## config.mk

```make
export PLATFORM = sky130hd
export DESIGN_NAME = pipelined_acc_alu
export DESIGN_NICKNAME = d
export VERILOG_FILES = /design/src/rtl/pipelined_acc_alu.sv
export SDC_FILE = /design/constraint.sdc
export NUM_CORES = 1
export LEC_CHECK = 0
export BUFFER_PORTS_ARGS = -buffer_cell sky130_fd_sc_hd__buf_2
export CORE_MARGIN = 2
export CORE_UTILIZATION = 40
export DETAILED_ROUTE_END_ITERATION = 12
export HOLD_SLACK_MARGIN = 0.15
export PLACE_DENSITY = 0.56
export SETUP_SLACK_MARGIN = 0.02
export SYNTH_ARGS = -nofsm -noshare
export SYNTH_HDL_FRONTEND = slang
export SYNTH_SLANG_ARGS = --single-unit
```

## constraint.sdc

```tcl
create_clock -name clk -period 4.1 [get_ports clk]
set_clock_uncertainty 0.05 [all_clocks]
set_input_delay 0.82 -clock clk [delete_from_list [all_inputs] [get_ports clk]]
set_output_delay 0.82 -clock clk [all_outputs]
set_load 0.03 [all_outputs]
```

## src/rtl/pipelined_acc_alu.sv

```systemverilog
// Two-stage pipelined ALU with valid/ready handshake, status flags and a result accumulator.
// Stage 1 holds the operand beat; stage 2 computes on the s1->s2 transfer and registers result/flags.
module pipelined_acc_alu #(
  parameter int WIDTH = 8
) (
  input  logic             clk,
  input  logic             rst_n,
  input  logic             in_valid,
  output logic             in_ready,
  input  logic [WIDTH-1:0] a,
  input  logic [WIDTH-1:0] b,
  input  logic [2:0]       op,
  input  logic             cin,
  input  logic             acc_sel,
  output logic             out_valid,
  input  logic             out_ready,
  output logic [WIDTH-1:0] result,
  output logic             cout,
  output logic             zero,
  output logic             neg,
  output logic             ovf
);

  logic             s1_valid;
  logic [WIDTH-1:0] s1_a;
  logic [WIDTH-1:0] s1_b;
  logic [2:0]       s1_op;
  logic             s1_cin;
  logic             s1_acc_sel;
  logic [WIDTH-1:0] acc;

  logic             s2_ready;
  logic             in_xfer;
  logic             s1_xfer;
  logic [WIDTH-1:0] op_a;
  logic [WIDTH:0]   sum;
  logic [WIDTH-1:0] alu_res;
  logic             alu_cout;
  logic             alu_ovf;

  assign s2_ready = !out_valid || out_ready;
  assign in_ready = !s1_valid || s2_ready;
  assign in_xfer  = in_valid && in_ready;
  assign s1_xfer  = s1_valid && s2_ready;
  assign op_a     = s1_acc_sel ? acc : s1_a;

  always_comb begin
    sum      = '0;
    alu_res  = '0;
    alu_cout = 1'b0;
    alu_ovf  = 1'b0;
    case (s1_op)
      3'b000: begin
        sum     = {1'b0, op_a} + {1'b0, s1_b} + {{WIDTH{1'b0}}, s1_cin};
        alu_ovf = (op_a[WIDTH-1] == s1_b[WIDTH-1]) && (sum[WIDTH-1] != op_a[WIDTH-1]);
      end
      3'b001: begin
        sum     = {1'b0, op_a} + {1'b0, ~s1_b} + {{WIDTH{1'b0}}, s1_cin};
        alu_ovf = (op_a[WIDTH-1] == ~s1_b[WIDTH-1]) && (sum[WIDTH-1] != op_a[WIDTH-1]);
      end
      3'b010:  sum = {1'b0, op_a} + {{WIDTH{1'b0}}, 1'b1};
      3'b011:  sum = {1'b0, op_a} + {1'b0, {WIDTH{1'b1}}};
      3'b100:  alu_res = op_a & s1_b;
      3'b101:  alu_res = op_a | s1_b;
      3'b110:  alu_res = op_a ^ s1_b;
      default: alu_res = ~op_a;
    endcase
    // Arithmetic ops take result and carry from the extended sum; logic ops keep cout=0.
    if (!s1_op[2]) begin
      alu_res  = sum[WIDTH-1:0];
      alu_cout = sum[WIDTH];
    end
  end

  always_ff @(posedge clk or negedge rst_n) begin
    if (!rst_n) begin
      s1_valid   <= 1'b0;
      s1_a       <= '0;
      s1_b       <= '0;
      s1_op      <= '0;
      s1_cin     <= 1'b0;
      s1_acc_sel <= 1'b0;
    end else if (in_xfer) begin
      s1_valid   <= 1'b1;
      s1_a       <= a;
      s1_b       <= b;
      s1_op      <= op;
      s1_cin     <= cin;
      s1_acc_sel <= acc_sel;
    end else if (s1_xfer) begin
      s1_valid   <= 1'b0;
    end
  end

  // The accumulator updates on the same edge the result is registered, so a following
  // acc_sel beat sitting in stage 1 sees it on the next cycle without a bubble.
  always_ff @(posedge clk or negedge rst_n) begin
    if (!rst_n) begin
      out_valid <= 1'b0;
      result    <= '0;
      cout      <= 1'b0;
      zero      <= 1'b0;
      neg       <= 1'b0;
      ovf       <= 1'b0;
      acc       <= '0;
    end else if (s1_xfer) begin
      out_valid <= 1'b1;
      result    <= alu_res;
      cout      <= alu_cout;
      zero      <= (alu_res == '0);
      neg       <= alu_res[WIDTH-1];
      ovf       <= alu_ovf;
      acc       <= alu_res;
    end else if (out_ready) begin
      out_valid <= 1'b0;
    end
  end

endmodule

```

==> results.sh, run 1 <==
export IMPL_synth_ff_type="sky130_fd_sc_hd__dfrtp_1"
export IMPL_die_height_microns=89.4
export IMPL_yosys_cell_types_count=47
export IMPL_leading_cell_types_in_the_layout_fill_and_taps_excluded="38 x sky130_fd_sc_hd__buf_2, 34 x sky130_fd_sc_hd__dfrtp_1, 31 x sky130_fd_sc_hd__ha_1"
export IMPL_proportion_of_layout_cells_with_a_drive_suffix_above_1_pct=26.7
export IMPL_detail_route_drc_violations=0
export IMPL_layout_nets=397
export IMPL_cts_root_to_sink_buffers=2
export IMPL_tritoncts="built"
export IMPL_crit_path_max_fanout=8
export IMPL_timing_worst_slew_pin_value_ns=0.888
export IMPL_syn_area_sq_mm=0.00292
export IMPL_yosysWarningCount=0
export IMPL_route_detailed_wl_per_inst_microns=15.2
export IMPL_detail_route_antenna_nets=0
export IMPL_multiInputGateArea_sq_mm=0.00189
export IMPL_layout_commonest_cell="sky130_fd_sc_hd__buf_2"
export IMPL_worst_hold_slack_ns=0.435
export IMPL_max_slew_margin_rel_pct=40.6
export IMPL_final_core_util_pct=46.2
export IMPL_number_of_antenna_violations_at_the_first_check_in_global_routing=0
export IMPL_port_buffers=38
export IMPL_routabilityCongestion=0.931
export IMPL_clkTransAtPathRegs_ns=0.07
export IMPL_grt_first_pass_wirelength_mm=11.0
export IMPL_final_min_period_over_clock_period_pct=84.4
export IMPL_r2r_start="s1_acc_sel"
export IMPL_initial_core_util_pct=40.7
export IMPL_antennaDiodeCount=0
export IMPL_clkLatencyLatePin_ns=0.29
export IMPL_post_cts_hold_buffer_count=0
export IMPL_hold_viol=0
export IMPL_firstDrtPassIters=4
export IMPL_fillCellCount=704
export IMPL_globalRoute_totalOverflow=0
export IMPL_via_per_inst=5.13
export IMPL_postSynth_asyncResetShare_pct=100
export IMPL_htree_levels=2
export IMPL_worstHoldStart="ovf"
export IMPL_worstSetupStartpointType="flop"
export IMPL_grt_start_max_net_pins=35
export IMPL_placedCellCount=428
export IMPL_timing_fmax_mhz=289
export IMPL_pin_count=39
export IMPL_power_leakage_nw=1.56
export IMPL_stdcell_area_sq_mm=0.00331
export IMPL_post_cts_resized_instances=0
export IMPL_endpoint_kind="flop"
export IMPL_area_growth_pct=13.6
export IMPL_postSynthNetCount=362
export IMPL_final_max_slew_viol_count=0
export IMPL_wirelength_mm=6.63
export IMPL_detailedRoute_firstIterationViolations=143
export IMPL_worstSetupStartpoint="s1_acc_sel"
export IMPL_fp_dieW_microns=89.4
export IMPL_worst_setup_path_type="flop to flop"
export IMPL_final_instance_count_excl_fill=436
export IMPL_area_sequential_sq_um=851
export IMPL_worstHoldPathType="flop to flop"
export IMPL_die_area_sq_mm=0.00799
export IMPL_tritoncts_num_sinks=34
export IMPL_number_of_global_route_vias_before_repair=2173
export IMPL_outcome="finished, final reports clean"
export IMPL_cp_arrival_ns=3.60
export IMPL_detailed_placement_wirelength_estimate_mm=5.31
export IMPL_period_minus_slack_ns=3.46
export IMPL_postPlaceCellArea_sq_mm=0.00320
export IMPL_ys_seq_area_share_pct=29.2
export IMPL_synth_edff_count=0
export IMPL_cts_root_buffer="sky130_fd_sc_hd__clkbuf_8"
export IMPL_vdd_ir_drop_worst_v=0.000330
export IMPL_required_time_reported_for_the_critical_path_endpoint_ns=4.24
export IMPL_power_per_cell_area_mw_per_mm2=613
export IMPL_placement_rows=31
export IMPL_count_of_maximum_capacitance_violations=0
export IMPL_floorplan_core_area_sq_mm=0.00718
export IMPL_rsz0062_at_grt="false"
export IMPL_synth_seq_cells=34
export IMPL_post_cts_repair_setup_buffers=0
export IMPL_avgSynthCellArea_sq_um=9.69
export IMPL_tritoncts_num_buffers=5
export IMPL_post_synth_inst_count=301
export IMPL_route_vias_total=2236
export IMPL_grt_usage_pct=18.2
export IMPL_setup_viol=0
export IMPL_tns_ns=0
==> cells in the mapped netlist, types with 5 or more instances <==
library cell,instances,area (sq um)
sky130_fd_sc_hd__a21oi_1,24,120
sky130_fd_sc_hd__clkbuf_1,11,41.3
sky130_fd_sc_hd__dfrtp_1,34,851
sky130_fd_sc_hd__fa_1,5,100
sky130_fd_sc_hd__ha_1,31,388
sky130_fd_sc_hd__inv_1,27,101
sky130_fd_sc_hd__mux2_2,27,304
sky130_fd_sc_hd__mux2i_1,11,110
sky130_fd_sc_hd__nand2_1,16,60.1
sky130_fd_sc_hd__nand2b_1,6,37.5
sky130_fd_sc_hd__nor2_1,17,63.8
sky130_fd_sc_hd__nor2b_1,7,43.8
sky130_fd_sc_hd__o211ai_1,5,37.5
sky130_fd_sc_hd__o21ai_0,12,60.1
sky130_fd_sc_hd__xnor2_1,10,87.6
==> cell families after synthesis <==
logic type,synth area share [%]
AOI/OAI and AO/OA,16.4
buffers and inverters,6.09
muxes,18.1
and+or+nand+nor,9.35
DFF,29.2
xor gates and xnor gates,4.20
adders and majority gates,16.7
==> per-stage QoR <==
step	total power, mW	worst slack (ns)
finish	2.03	0.638
global route	2.22	0.319
CTS	2.05	0.614
detailed placement	1.73	0.615
global placement	1.73	0.739
floorplan	1.44	0.868
==> area by class of cell <==
type / instances / area share, %
Tap cell: 99 / 3.74
Clock inverter: 2 / 1.13
Sequential cell: 34 / 25.7
Timing Repair Buffer: 44 / 7.10
Multi-Input combinational cell: 223 / 57.0
Clock buffer: 6 / 2.19
Inverter: 28 / 3.17
==> worst max-delay path, cell delays in order (launching register included) <==
cell and delay (ns):
sky130_fd_sc_hd__dfrtp_1 0.41, sky130_fd_sc_hd__buf_4 0.22, sky130_fd_sc_hd__mux2i_1 0.43, sky130_fd_sc_hd__inv_1 0.23
sky130_fd_sc_hd__fa_1 0.45, sky130_fd_sc_hd__nor3b_1 0.15, sky130_fd_sc_hd__nor3_1 0.25, sky130_fd_sc_hd__a21oi_1 0.12
sky130_fd_sc_hd__xnor2_1 0.14, sky130_fd_sc_hd__o21ai_0 0.16, sky130_fd_sc_hd__mux2i_1 0.12, sky130_fd_sc_hd__or3_1 0.34
sky130_fd_sc_hd__o41ai_2 0.30
==> flip-flops by register name, summed over array words and instances (netlist names) <==
name        flops
s1_valid        1
acc             7
s1_cin          1
s1_acc_sel      1
cout            1
s1_b            8
ovf             1
s1_a            8
out_valid       1
neg             1
zero            1
s1_op           3
==> final timing paths <==
check | slack, ns | cells past startpoint | to
max in group asynchronous | 2.98 | 1 | s1_b[7]
hold / removal | 0.44 | 2 | ovf
setup reg to reg | 0.64 | 12 | zero
hold reg to reg | 0.44 | 2 | ovf
setup / recovery | 0.64 | 12 | zero
min in group asynchronous | 0.54 | 1 | out_valid
==> per-layer routing <==
metal	track usage (%)	wire [microns]	part of all wire, %	up-vias
met5	0	0	0	-
met1	26.9	3230	49	1057
met4	4.07	68	1.0	0
met3	2.49	284	4.3	5
li1	-	-	-	1129
met2	28.4	3050	46	45
==> power by group <==
part	internal, mW	switching, mW	total (mW)
Combinational	0.525	0.729	1.25
Clock	0.181	0.124	0.305
Sequential	0.412	0.0599	0.472
Total	1.12	0.912	2.03
(Power assumes the default switching activity.)
==> inputs of run 2 (changes only) <==
Clock period 4.1 ns to 3.5 ns, I/O delays scaled along.
==> run 2 against run 1 <==
Effect of this change: combinational power rose by 21%; largest cell class unchanged; maximum frequency is 6.9% higher; sequential power rose by 17%; via count increased by 2.2%; clock power is 4% higher; critical path depth fell by 1; final cell count rose by 0.92%; wire length is 0.98% higher; worst hold slack better by 0.0013 ns.
==> results.sh, run 2 (synthesis results as in run 1) <==
export IMPL_worst_setup_path_type="flop to flop"
export IMPL_critical_path_cell_chain="buf_4 > mux2i_1 > inv_1 > ha_1 > nor2_1 > a221oi_1 > o31ai_1 > a21oi_1 > xnor2_1 > a221o_1 > o41ai_2"
export IMPL_vdd_ir_drop_worst_v=0.000329
export IMPL_hold_viol=0
export IMPL_route_detailed_wl_per_inst_microns=15.2
export IMPL_endpoint_kind="flop"
export IMPL_placedCellCount=432
export IMPL_critical_path_n_buffers_inverters=2
export IMPL_cp_arrival_ns=3.38
export IMPL_tritoncts_num_sinks=34
export IMPL_worstHoldPathType="input port to async pin"
export IMPL_crit_path_max_fanout=8
export IMPL_final_max_slew_viol_count=0
export IMPL_required_time_reported_for_the_critical_path_endpoint_ns=3.64
export IMPL_die_area_sq_mm=0.00799
export IMPL_via_per_inst=5.20
export IMPL_placement_rows=31
export IMPL_detailed_placement_wirelength_estimate_mm=5.28
export IMPL_fp_dieW_microns=89.4
export IMPL_htree_levels=2
export IMPL_area_growth_pct=14.6
export IMPL_period_minus_slack_ns=3.24
export IMPL_post_cts_hold_buffer_count=0
export IMPL_power_sequential_fraction_pct=23.1
export IMPL_post_cts_repair_setup_buffers=0
export IMPL_timing_worst_slew_pin_value_ns=0.923
export IMPL_power_leakage_nw=1.57
export IMPL_number_of_antenna_violations_at_the_first_check_in_global_routing=0
export IMPL_globalRoute_totalOverflow=0
export IMPL_tritoncts="built"
export IMPL_outcome="finished, final reports clean"
export IMPL_tritoncts_num_buffers=5
export IMPL_cts_root_buffer="sky130_fd_sc_hd__clkbuf_8"
export IMPL_tns_ns=0
export IMPL_floorplan_core_area_sq_mm=0.00718
export IMPL_proportion_of_layout_cells_with_a_drive_suffix_above_1_pct=28.4
export IMPL_port_buffers=38
export IMPL_routabilityCongestion=0.882
export IMPL_grt_start_max_net_pins=35
export IMPL_power_switching_mw=1.10
export IMPL_fillCellCount=693
export IMPL_clkTransAtPathRegs_ns=0.07
export IMPL_layout_commonest_cell="sky130_fd_sc_hd__buf_2"
export IMPL_final_instance_count_excl_fill=440
export IMPL_pin_count=39
export IMPL_p_clk_share_pct=13.4
export IMPL_cts_root_to_sink_buffers=2
export IMPL_wirelength_mm=6.70
export IMPL_leading_cell_types_in_the_layout_fill_and_taps_excluded="38 x sky130_fd_sc_hd__buf_2, 34 x sky130_fd_sc_hd__dfrtp_1, 31 x sky130_fd_sc_hd__ha_1"
export IMPL_number_of_global_route_vias_before_repair=2208
export IMPL_grt_usage_pct=17.8
export IMPL_route_vias_total=2286
export IMPL_comb_power_share_pct=63.5
export IMPL_detail_route_drc_violations=0
export IMPL_max_stage_delay_ns=0.45
export IMPL_antennaDiodeCount=0
export IMPL_clkLatencyLatePin_ns=0.28
export IMPL_die_height_microns=89.4
export IMPL_count_of_maximum_capacitance_violations=0
export IMPL_critPathTopFamily="compound AO/OA/AOI/OAI gates"
export IMPL_detailedRoute_firstIterationViolations=73
export IMPL_timing_fmax_mhz=309
export IMPL_detail_route_antenna_nets=0
export IMPL_post_cts_resized_instances=0
export IMPL_worstSetupStartpointType="flop"
export IMPL_rsz0062_at_grt="false"
export IMPL_reg_largest_list="s1_a (8), s1_b (8), acc (7)"
export IMPL_max_slew_margin_rel_pct=38.3
export IMPL_power_per_cell_area_mw_per_mm2=711
export IMPL_grt_first_pass_wirelength_mm=10.9
export IMPL_final_min_period_over_clock_period_pct=92.5
export IMPL_setup_viol=0
export IMPL_power_share_switching_pct=46.1
export IMPL_int_power_mw=1.28
export IMPL_firstDrtPassIters=4
export IMPL_critical_path_slowest_cell="sky130_fd_sc_hd__o31ai_1"
export IMPL_layout_nets=401
export IMPL_initial_core_util_pct=40.7
==> run 2: power groups by stage <==
stage                     sequential [mW]  clock [mW]  combinational (mW)
after CTS                           0.552       0.328                1.50
after floorplan                     0.649           0                1.04
after global routing                0.566       0.342                1.68
final                               0.550       0.318                1.51
after detailed placement            0.560           0                1.49
after global placement              0.560           0                1.48
==> run 2: cell type report <==
cell class / instances / area (sq um) / share of cell area [%]
clock buffer: 6 / 82.6 / 2.47
multi-input combinational: 223 / 1900 / 56.8
clock inverter: 2 / 16.3 / 0.487
inverter: 28 / 105 / 3.14
timing repair buffer: 48 / 265 / 7.93
tap: 99 / 124 / 3.71
sequential: 34 / 851 / 25.4
==> run 2: path summary, 6_finish.rpt <==
kind                            start        end  slack (ns)  cells past startpoint
max                        s1_acc_sel       zero        0.26                     11
min                             rst_n  out_valid        0.44                      1
max reg2reg                s1_acc_sel       zero        0.26                     11
min reg2reg                      cout       cout        0.44                      2
max in group asynchronous       rst_n        ovf        2.46                      1
min in group clk                 cout       cout        0.44                      2
==> run 2: per-stage QoR <==
stage                     utilization (%)  cell area [sq um]  hold slack [ns]  setup slack [ns]  power, mW
after CTS                            46.5               3330            0.441             0.135       2.38
after floorplan                         -               2920            0.354             0.268       1.69
final                                46.6               3340            0.436             0.262       2.38
after global placement               45.1               3230            0.415             0.276       2.04
after global routing                 46.6               3340            0.484            0.0207       2.59
after detailed placement             45.1               3230            0.417             0.161       2.05
==> run 2: layer usage <==
metal | share of wire, % | global-route usage, % | vias to the layer above
li1 | - | - | 1133
met5 | 0 | 0 | -
met4 | 0.67 | 4.07 | 0
met1 | 52 | 27.0 | 1107
met2 | 44 | 26.5 | 42
met3 | 3.2 | 2.68 | 4
